[config.mk]
export PLATFORM = sky130hd
export DESIGN_NAME = mole_round_ctrl
export DESIGN_NICKNAME = d
export VERILOG_FILES = /design/src/rtl/mole_round_ctrl.sv
export SDC_FILE = /design/constraint.sdc
export NUM_CORES = 1
export LEC_CHECK = 0
export CAP_MARGIN = 20
export CORE_MARGIN = 2
export CORE_UTILIZATION = 59
export CTS_BUF_LIST = sky130_fd_sc_hd__clkbuf_16
export DETAILED_ROUTE_END_ITERATION = 12
export HOLD_SLACK_MARGIN = 0.08
export PLACE_DENSITY = 0.81
export SLEW_MARGIN = 20
export SYNTH_ARGS = -nofsm -noshare
export SYNTH_HDL_FRONTEND = slang
export SYNTH_SLANG_ARGS = --single-unit
[constraint.sdc]
create_clock -name clk -period 4.9 [get_ports clk]
set_clock_uncertainty 0.1 [all_clocks]
set_input_delay 0.49 -clock clk [delete_from_list [all_inputs] [get_ports clk]]
set_output_delay 0.49 -clock clk [all_outputs]
set_load 0.005 [all_outputs]
[src/rtl/mole_round_ctrl.sv]
// Whack-a-mole round sequencer: derives the game tick, picks a mole per round,
// judges button presses and keeps score/miss/round counts until the game ends.
module mole_round_ctrl #(
  parameter int unsigned CLK_DIV    = 2600000,
  parameter int unsigned N_MOLES    = 4,
  parameter int unsigned SHOW_TICKS = 10,
  parameter int unsigned GAP_TICKS  = 5,
  parameter int unsigned ROUNDS     = 16,
  parameter logic [7:0]  LFSR_SEED  = 8'hA5
) (
  input  logic               clk,
  input  logic               reset,
  input  logic               start,
  input  logic [N_MOLES-1:0] btn,
  output logic [N_MOLES-1:0] mole_led,
  output logic [7:0]         score,
  output logic [7:0]         misses,
  output logic [7:0]         round,
  output logic               busy,
  output logic               game_over
);

  localparam int unsigned SEL_W = (N_MOLES > 1) ? $clog2(N_MOLES) : 1;
  localparam int unsigned PW    = (CLK_DIV > 1) ? $clog2(CLK_DIV) : 1;

  localparam logic [PW-1:0] PRESC_LAST = PW'(CLK_DIV - 1);
  localparam logic [7:0]    SHOW_LAST  = 8'(SHOW_TICKS - 1);
  localparam logic [7:0]    GAP_LAST   = 8'(GAP_TICKS - 1);
  localparam logic [7:0]    ROUNDS_8   = 8'(ROUNDS);

  typedef enum logic [1:0] {
    ST_IDLE = 2'd0,
    ST_SHOW = 2'd1,
    ST_GAP  = 2'd2,
    ST_OVER = 2'd3
  } state_e;

  state_e             state_q;
  logic [PW-1:0]      presc_q;
  logic [7:0]         tick_cnt_q;
  logic [7:0]         lfsr_q;
  logic [7:0]         lfsr_d;
  logic [N_MOLES-1:0] btn_q;
  logic [SEL_W-1:0]   prev_sel_q;
  logic [N_MOLES-1:0] mole_led_q;
  logic [7:0]         score_q;
  logic [7:0]         misses_q;
  logic [7:0]         round_q;
  logic               busy_q;
  logic               game_over_q;

  logic [N_MOLES-1:0] press;
  logic               any_press;
  logic               hit;
  logic               tick;
  logic               show_done;
  logic               gap_done;
  logic [SEL_W-1:0]   cand;
  logic [SEL_W-1:0]   new_sel;

  // One-hot LED pattern for a mole index.
  function automatic logic [N_MOLES-1:0] onehot(input logic [SEL_W-1:0] idx);
    logic [N_MOLES-1:0] v;
    v = '0;
    for (int i = 0; i < int'(N_MOLES); i++) begin
      if (idx == SEL_W'(i)) begin
        v[i] = 1'b1;
      end else begin
        v[i] = 1'b0;
      end
    end
    return v;
  endfunction

  // x^8+x^6+x^5+x^4+1 Fibonacci step.
  assign lfsr_d = {lfsr_q[6:0], lfsr_q[7] ^ lfsr_q[5] ^ lfsr_q[4] ^ lfsr_q[3]};

  // Rising edges only; the mole currently lit is the last one selected.
  assign press     = btn & ~btn_q;
  assign any_press = |press;
  assign hit       = press[prev_sel_q];

  // The prescaler only runs inside a round, so ticks exist only in SHOW/GAP.
  assign tick      = ((state_q == ST_SHOW) || (state_q == ST_GAP)) && (presc_q == PRESC_LAST);
  assign show_done = tick && (tick_cnt_q == SHOW_LAST);
  assign gap_done  = tick && (tick_cnt_q == GAP_LAST);

  // Bump the candidate when it repeats the previous mole (wraps via SEL_W bits).
  assign cand    = lfsr_q[SEL_W-1:0];
  assign new_sel = (cand == prev_sel_q) ? (cand + SEL_W'(1)) : cand;

  assign mole_led  = mole_led_q;
  assign score     = score_q;
  assign misses    = misses_q;
  assign round     = round_q;
  assign busy      = busy_q;
  assign game_over = game_over_q;

  // Game FSM with prescaler, tick counter, LFSR, button history and counters.
  always_ff @(posedge clk or negedge reset) begin
    if (!reset) begin
      state_q     <= ST_IDLE;
      presc_q     <= '0;
      tick_cnt_q  <= 8'd0;
      lfsr_q      <= LFSR_SEED;
      btn_q       <= '1;
      prev_sel_q  <= '0;
      mole_led_q  <= '0;
      score_q     <= 8'd0;
      misses_q    <= 8'd0;
      round_q     <= 8'd0;
      busy_q      <= 1'b0;
      game_over_q <= 1'b0;
    end else begin
      lfsr_q <= lfsr_d;
      btn_q  <= btn;
      case (state_q)
        ST_IDLE, ST_OVER: begin
          presc_q    <= '0;
          tick_cnt_q <= 8'd0;
          if (start) begin
            state_q     <= ST_SHOW;
            score_q     <= 8'd0;
            misses_q    <= 8'd0;
            round_q     <= 8'd0;
            prev_sel_q  <= new_sel;
            mole_led_q  <= onehot(new_sel);
            busy_q      <= 1'b1;
            game_over_q <= 1'b0;
          end
        end
        ST_SHOW: begin
          if (any_press || show_done) begin
            // A press on the final-tick cycle is judged as a press.
            state_q    <= ST_GAP;
            presc_q    <= '0;
            tick_cnt_q <= 8'd0;
            mole_led_q <= '0;
            round_q    <= round_q + 8'd1;
            if (hit) begin
              score_q <= score_q + 8'd1;
            end else begin
              misses_q <= misses_q + 8'd1;
            end
          end else if (tick) begin
            presc_q    <= '0;
            tick_cnt_q <= tick_cnt_q + 8'd1;
          end else begin
            presc_q <= presc_q + PW'(1);
          end
        end
        ST_GAP: begin
          if (gap_done) begin
            presc_q    <= '0;
            tick_cnt_q <= 8'd0;
            if (round_q == ROUNDS_8) begin
              state_q     <= ST_OVER;
              busy_q      <= 1'b0;
              game_over_q <= 1'b1;
            end else begin
              state_q    <= ST_SHOW;
              prev_sel_q <= new_sel;
              mole_led_q <= onehot(new_sel);
            end
          end else if (tick) begin
            presc_q    <= '0;
            tick_cnt_q <= tick_cnt_q + 8'd1;
          end else begin
            presc_q <= presc_q + PW'(1);
          end
        end
        default: begin
          state_q     <= ST_IDLE;
          presc_q     <= '0;
          tick_cnt_q  <= 8'd0;
          mole_led_q  <= '0;
          busy_q      <= 1'b0;
          game_over_q <= 1'b0;
        end
      endcase
    end
  end

endmodule

Yosys cells after proc, flatten, opt, wreduce, memory -nomap -nowiden
Cells that the tools add are included.
{"block": "totals", "input_bits": 7, "ff_bits": 76}
{"block": "op_classes", "bitwise": 5, "n_addsub": 6, "muxes": 46, "eq_ne": 18, "order_cmp": 1, "reduce_logical": 18}
{"operator": "8-bit 2-to-1 mux", "count": 9}
{"operator": "22-bit 2-to-1 mux", "count": 3}
{"operator": "22-bit case mux with 3 select lines", "count": 1}
{"operator": "8-bit case mux with 2 select lines", "count": 3}
{"operator": "8-bit by 1-bit adder with 8-bit output, second input constant", "count": 4}
{"operator": "8-bit case mux with 3 select lines", "count": 1}
{"operator": "22-bit by 1-bit adder with 22-bit output, second input constant", "count": 1}
{"operator": "22-bit equality test, second input constant", "count": 1}
{"operator": "4-bit AND reduction", "count": 5}
{"operator": "2-bit 2-to-1 mux", "count": 8}
{"operator": "4-bit 2-to-1 mux", "count": 4}
{"operator": "4-bit case mux with 3 select lines", "count": 1}
{"operator": "1-bit 2-to-1 mux", "count": 11}
{"operator": "2-bit != test, second input constant", "count": 5}
{"operator": "2-bit equality test, second input constant", "count": 4}
{"operator": "8-bit by 3-bit equality test with 1-bit output, second input constant", "count": 1}
{"operator": "8-bit by 4-bit equality test with 1-bit output, second input constant", "count": 1}
{"operator": "8-bit by 5-bit equality test with 1-bit output, second input constant", "count": 1}
{"operator": "2-bit case mux with 3 select lines", "count": 1}
{"operator": "3-bit AND reduction", "count": 2}
{"operator": "4-bit bitwise AND", "count": 1}
{"operator": "2-bit by 1-bit equality test with 1-bit output, second input constant", "count": 2}
{"operator": "2-bit logical NOT", "count": 2}
{"operator": "2-bit by 1-bit != test with 1-bit output, second input constant", "count": 2}
{"operator": "other kinds (13)", "count": 20}

Logic depth before layout (Yosys ltp)
{"block": "depth", "ltp_word": 7, "depth_mapped": 9, "ltp_nobuf": 7}

Worst setup path after synthesis
Ideal clock, no wire load.
{"block": "synth_path", "path_type": "register -> register", "from": "register state_q[0]", "to": "register misses_q[0] (netlist: misses[0])", "n_path_buf": 2, "required_ns": 4.675, "setup_ns": 0.125, "stages_incl_launch_ff": 10, "arrival_ns": 2.235, "slack_ns": 2.439, "cell_sequence": "dfrtp_1 > inv_1 > ha_1 > clkbuf_1 > nor3_1 > and4_1 > buf_4 > nand3_4 > a221oi_4 > mux2_4"}
{"block": "synth_via", "elab_chain_len": 7, "elab_cells_between_ends": 15, "cone_classes": "eq/ne: 6; mux: 1; reduce/logical: 8"}
{"element": "start, declared", "line_no": "38", "rtl": "state_e state_q;"}
{"element": "start signal, assigned", "line_no": "102", "rtl": "state_q <= ST_IDLE;"}
{"element": "start signal, assigned", "line_no": "122", "rtl": "state_q <= ST_SHOW;"}
{"element": "start signal, assigned", "line_no": "135", "rtl": "state_q <= ST_GAP;"}
{"element": "2-bit by 1-bit equality test with 1-bit output / 2-bit equality test (equally long branches)", "line_no": "84, 117"}
{"element": "1-bit logical OR", "line_no": "84", "rtl": "assign tick = ((state_q == ST_SHOW) || (state_q == ST_GAP)) && (presc_q == PRESC_LAST);"}
{"element": "1-bit logical AND", "line_no": "84"}
{"element": "1-bit logical AND", "line_no": "85", "rtl": "assign show_done = tick && (tick_cnt_q == SHOW_LAST);"}
{"element": "1-bit logical OR", "line_no": "133", "rtl": "if (any_press || show_done) begin"}
{"element": "2-bit by 1-bit != test with 1-bit output (no source line)"}
{"element": "4-bit AND reduction (no source line)"}
{"element": "end signal, assigned", "line_no": "143", "rtl": "misses_q <= misses_q + 8'd1;"}
{"element": "end, declared", "line_no": "47", "rtl": "logic [7:0] misses_q;"}
Several ways; a longest one is shown, not always the timed one.
A chain may end at the register's enable or synchronous reset.

Worst setup path in the final report
{"block": "layout_path", "from": "register state_q[1]", "to": "register misses_q[3] (netlist: misses[3])"}
Same word-level chain as after synthesis.

==> impl_metrics.csv <==
group,metric,value,unit
critical_path,critPathCaptureType,"flop",
grt,grt_pass1_wl,14.26,mm
pwr,peakVddDrop,0.3247,mV
min_path,holdCritPathClass,"in2async",
clocking,postCtsHoldBufs,0,
pwr,leakagePower,2.034,nW
critical_path,cp.required,5060,ps
floorplanning,fp.dieArea,7546,um2
cells_and_area,stdcell_area,4781,um2
yosys,synth_most_common_cell,"dfrtp_1",
sta,fin_tns_setup,0,ps
sta,rsz0062_at_grt,"no",
yosys,avgSynthCellArea,9.810,um2
cells_and_area,syn2layout_area_growth,18.01,%
cells_and_area,drive_gt1_share,8.444,%
route,drt-pass1-iter-count,4,
sta,slew_viol_final,0,
placement,port_buffers,36,
yosys,synth_cell_type_count,47,
grt,antenna_found_initial,0,
clocking,cts_num_sinks,76,
clocking,h-tree-depth,3,
floorplanning,start_util,60.30,%
critical_path,worstRegToRegCells,6,
critical_path,worst_setup_path_start_kind,"flop",
yosys,yosysTopAreaCell,"dfrtp_1",
floorplanning,die_y,86.87,um
yosys,yosys-top-cells-area,"dfrtp_1 (42%), dfstp_2 (5.2%), nor2_1 (4.9%)",
critical_path,crit_type,"reg2reg",
yosys,ys_seq_area_share,47.19,%
sta,setup_violations,0,
route,drtIter0Drc,219,
clocking,cts_resized,0,
sta,period_share,62.07,%
yosys,synth_top_cell_area_share,42.00,%
floorplanning,core,6719,um2
critical_path,timing.reg2reg.setup_slack,1860,ps
route,final_antenna_net_count,0,
grt,grt_use_total,24.41,%
route,viasPerCell,6.136,
cells_and_area,final_nets,463,
critical_path,critPathMaxFanout,21,
yosys,synthTopCellsByCount,"dfrtp_1 (68), nor2_1 (53), nand2_1 (26)",
placement,place_congestion,0.8594,
pwr,p_per_area,472.0,nW/um2
clocking,clock_path_buffers,2,
floorplanning,rows,30,
clocking,tritoncts,"yes",
outcome,status,"complete, no violations",
clocking,clock-root-buffer,"clkbuf_16",
route,wl_per_cell,16.10,um
sta,hold_violations,0,
yosys,synthCells,413,
yosys,synth-async-reset-ratio,100.0,%
placement,hpwl,5.664,mm
job,drv_cap,0,
clocking,cts.clk_slew.worst_paths,60,ps
placement,placed_area,4441,um2
clocking,numCtsBuffers,9,
sta,fmax,328.8,MHz
cells_and_area,n_fill_cell,471,
yosys,synthFlopType,"dfrtp_1",
cells_and_area,n_antenna_cell,0,
yosys,synth_edf_count,0,
route,vias,3252,
yosys,syn-cell-area,4051,um2
critical_path,crit_arrival,3200,ps
yosys,ys_seq_elements,76,
critical_path,rr_endpoint,"misses[3]",
grt,grt_pass1_vias,3136,
yosys,synth_warnings,0,
sta,worst_pin_slew,826.2,ps
grt,grt_max_degree,43,
route,drt-total-wl,8.535,mm
critical_path,regToRegStartpoint,"state_q[1]",
sta,period_needed,3042,ps
clocking,clk_latency,340,ps
clocking,cts_setup_buffers,0,
sta,maxSlewHeadroom,44.55,%
route,drcViolationCount,0,
floorplanning,num_io_pins,37,
yosys,synth_nets,431,
grt,grt-ovfl-total,0,
floorplanning,fp.dieW,86.87,um
worst max path at each step:
| stage | from | endpoint | cells past startpoint |
|---|---|---|---|
| final | state_q[1] | misses[3] | 6 |
| after global routing | state_q[1] | misses[3] | 6 |
| after CTS | state_q[0] | misses[0] | 7 |
| after detailed placement | btn[1] | presc_q[4] | 6 |
| after global placement | btn[1] | presc_q[4] | 6 |
| after floorplan | state_q[0] | misses[0] | 9 |
routing by layer:
layer  global-route usage (%)  part of all wire (%)  wire (um)  vias to the layer above
li1                         -                     -          -                     1532
met2                    40.67                    50       4287                       77
met5                        0                     0          0                        -
met3                    5.687                   4.3        365                       15
met4                    13.64                   2.2        191                        0
met1                    29.05                    43       3692                     1628
sequential cells by signal, summed over array words and instances (netlist names):
name	count
btn_q	4
presc_q	22
prev_sel_q	2
lfsr_q	8
mole_led	4
tick_cnt_q	8
score	8
state_q	2
misses	8
round	8
game_over	1
busy	1
power by group:
part	leakage [nW]	internal, W	switching (W)	total (W)
clock network	0.169	0.000496	0.000259	0.000755
registers	1.01	0.000696	0.0000685	0.000765
logic	0.853	0.000306	0.000431	0.000737
kinds of logic (layout without fill, tap and decap cells):
group	count (synthesis)	after routing	synth area share (%)
flops	76	76	47.19
mux	17	17	4.818
buf+inv	40	77	4.046
simple gates	173	173	22.24
fa+ha+maj	11	11	3.397
compound gates	65	65	11.61
xor+xnor	31	31	6.702
final cells by class:
type	count	area (um2)	share of cell area [%]
Sequential cell	76	1912	39.99
Tap cell	80	100.1	2.094
Clock buffer	9	225.2	4.711
Clock inverter	7	115.1	2.408
Timing Repair Buffer	37	362.8	7.590
Inverter	24	90.09	1.884
Multi-Input combinational cell	297	1976	41.32
cell usage in the layout, fill, tap and decap left out, drive strengths merged, types with 9 or more instances in the layout:
cell	instances
nand4	16
dfrtp	68
nor2	53
xnor2	19
inv	26
nor3	20
ha	11
and3	12
clkbuf	9
nand3	11
nand2	26
o21ai	19
clkdlybuf4s50	35
xor2	12
nor2b	13
mux2i	9
a22o	9
a21oi	9
through the flow:
| stage | setup slack, ps | cells | util [%] | hold slack [ps] | total power, W |
|---|---|---|---|---|---|
| 4_1_cts | 1894 | 530 | 71.15 | 164.6 | 0.002266 |
| 6_report | 1858 | 530 | 71.15 | 139.0 | 0.002257 |
| 3_5_place_dp | 1842 | 514 | 66.09 | 256.6 | 0.001503 |
| 2_1_floorplan | 2440 | 413 | - | 94.41 | 0.001270 |
| 5_1_grt | 1601 | 530 | 71.15 | 198.8 | 0.002377 |
| 3_3_place_gp | 1870 | 514 | 66.09 | 237.7 | 0.001478 |
critical path, stage by stage, from the launching register on:
cell	delay, ps
dfrtp_1	400
inv_1	80
ha_1	570
inv_1	510
nor4_1	810
o21ai_0	240
a22oi_1	230
Power figures use the tool's default switching activity.
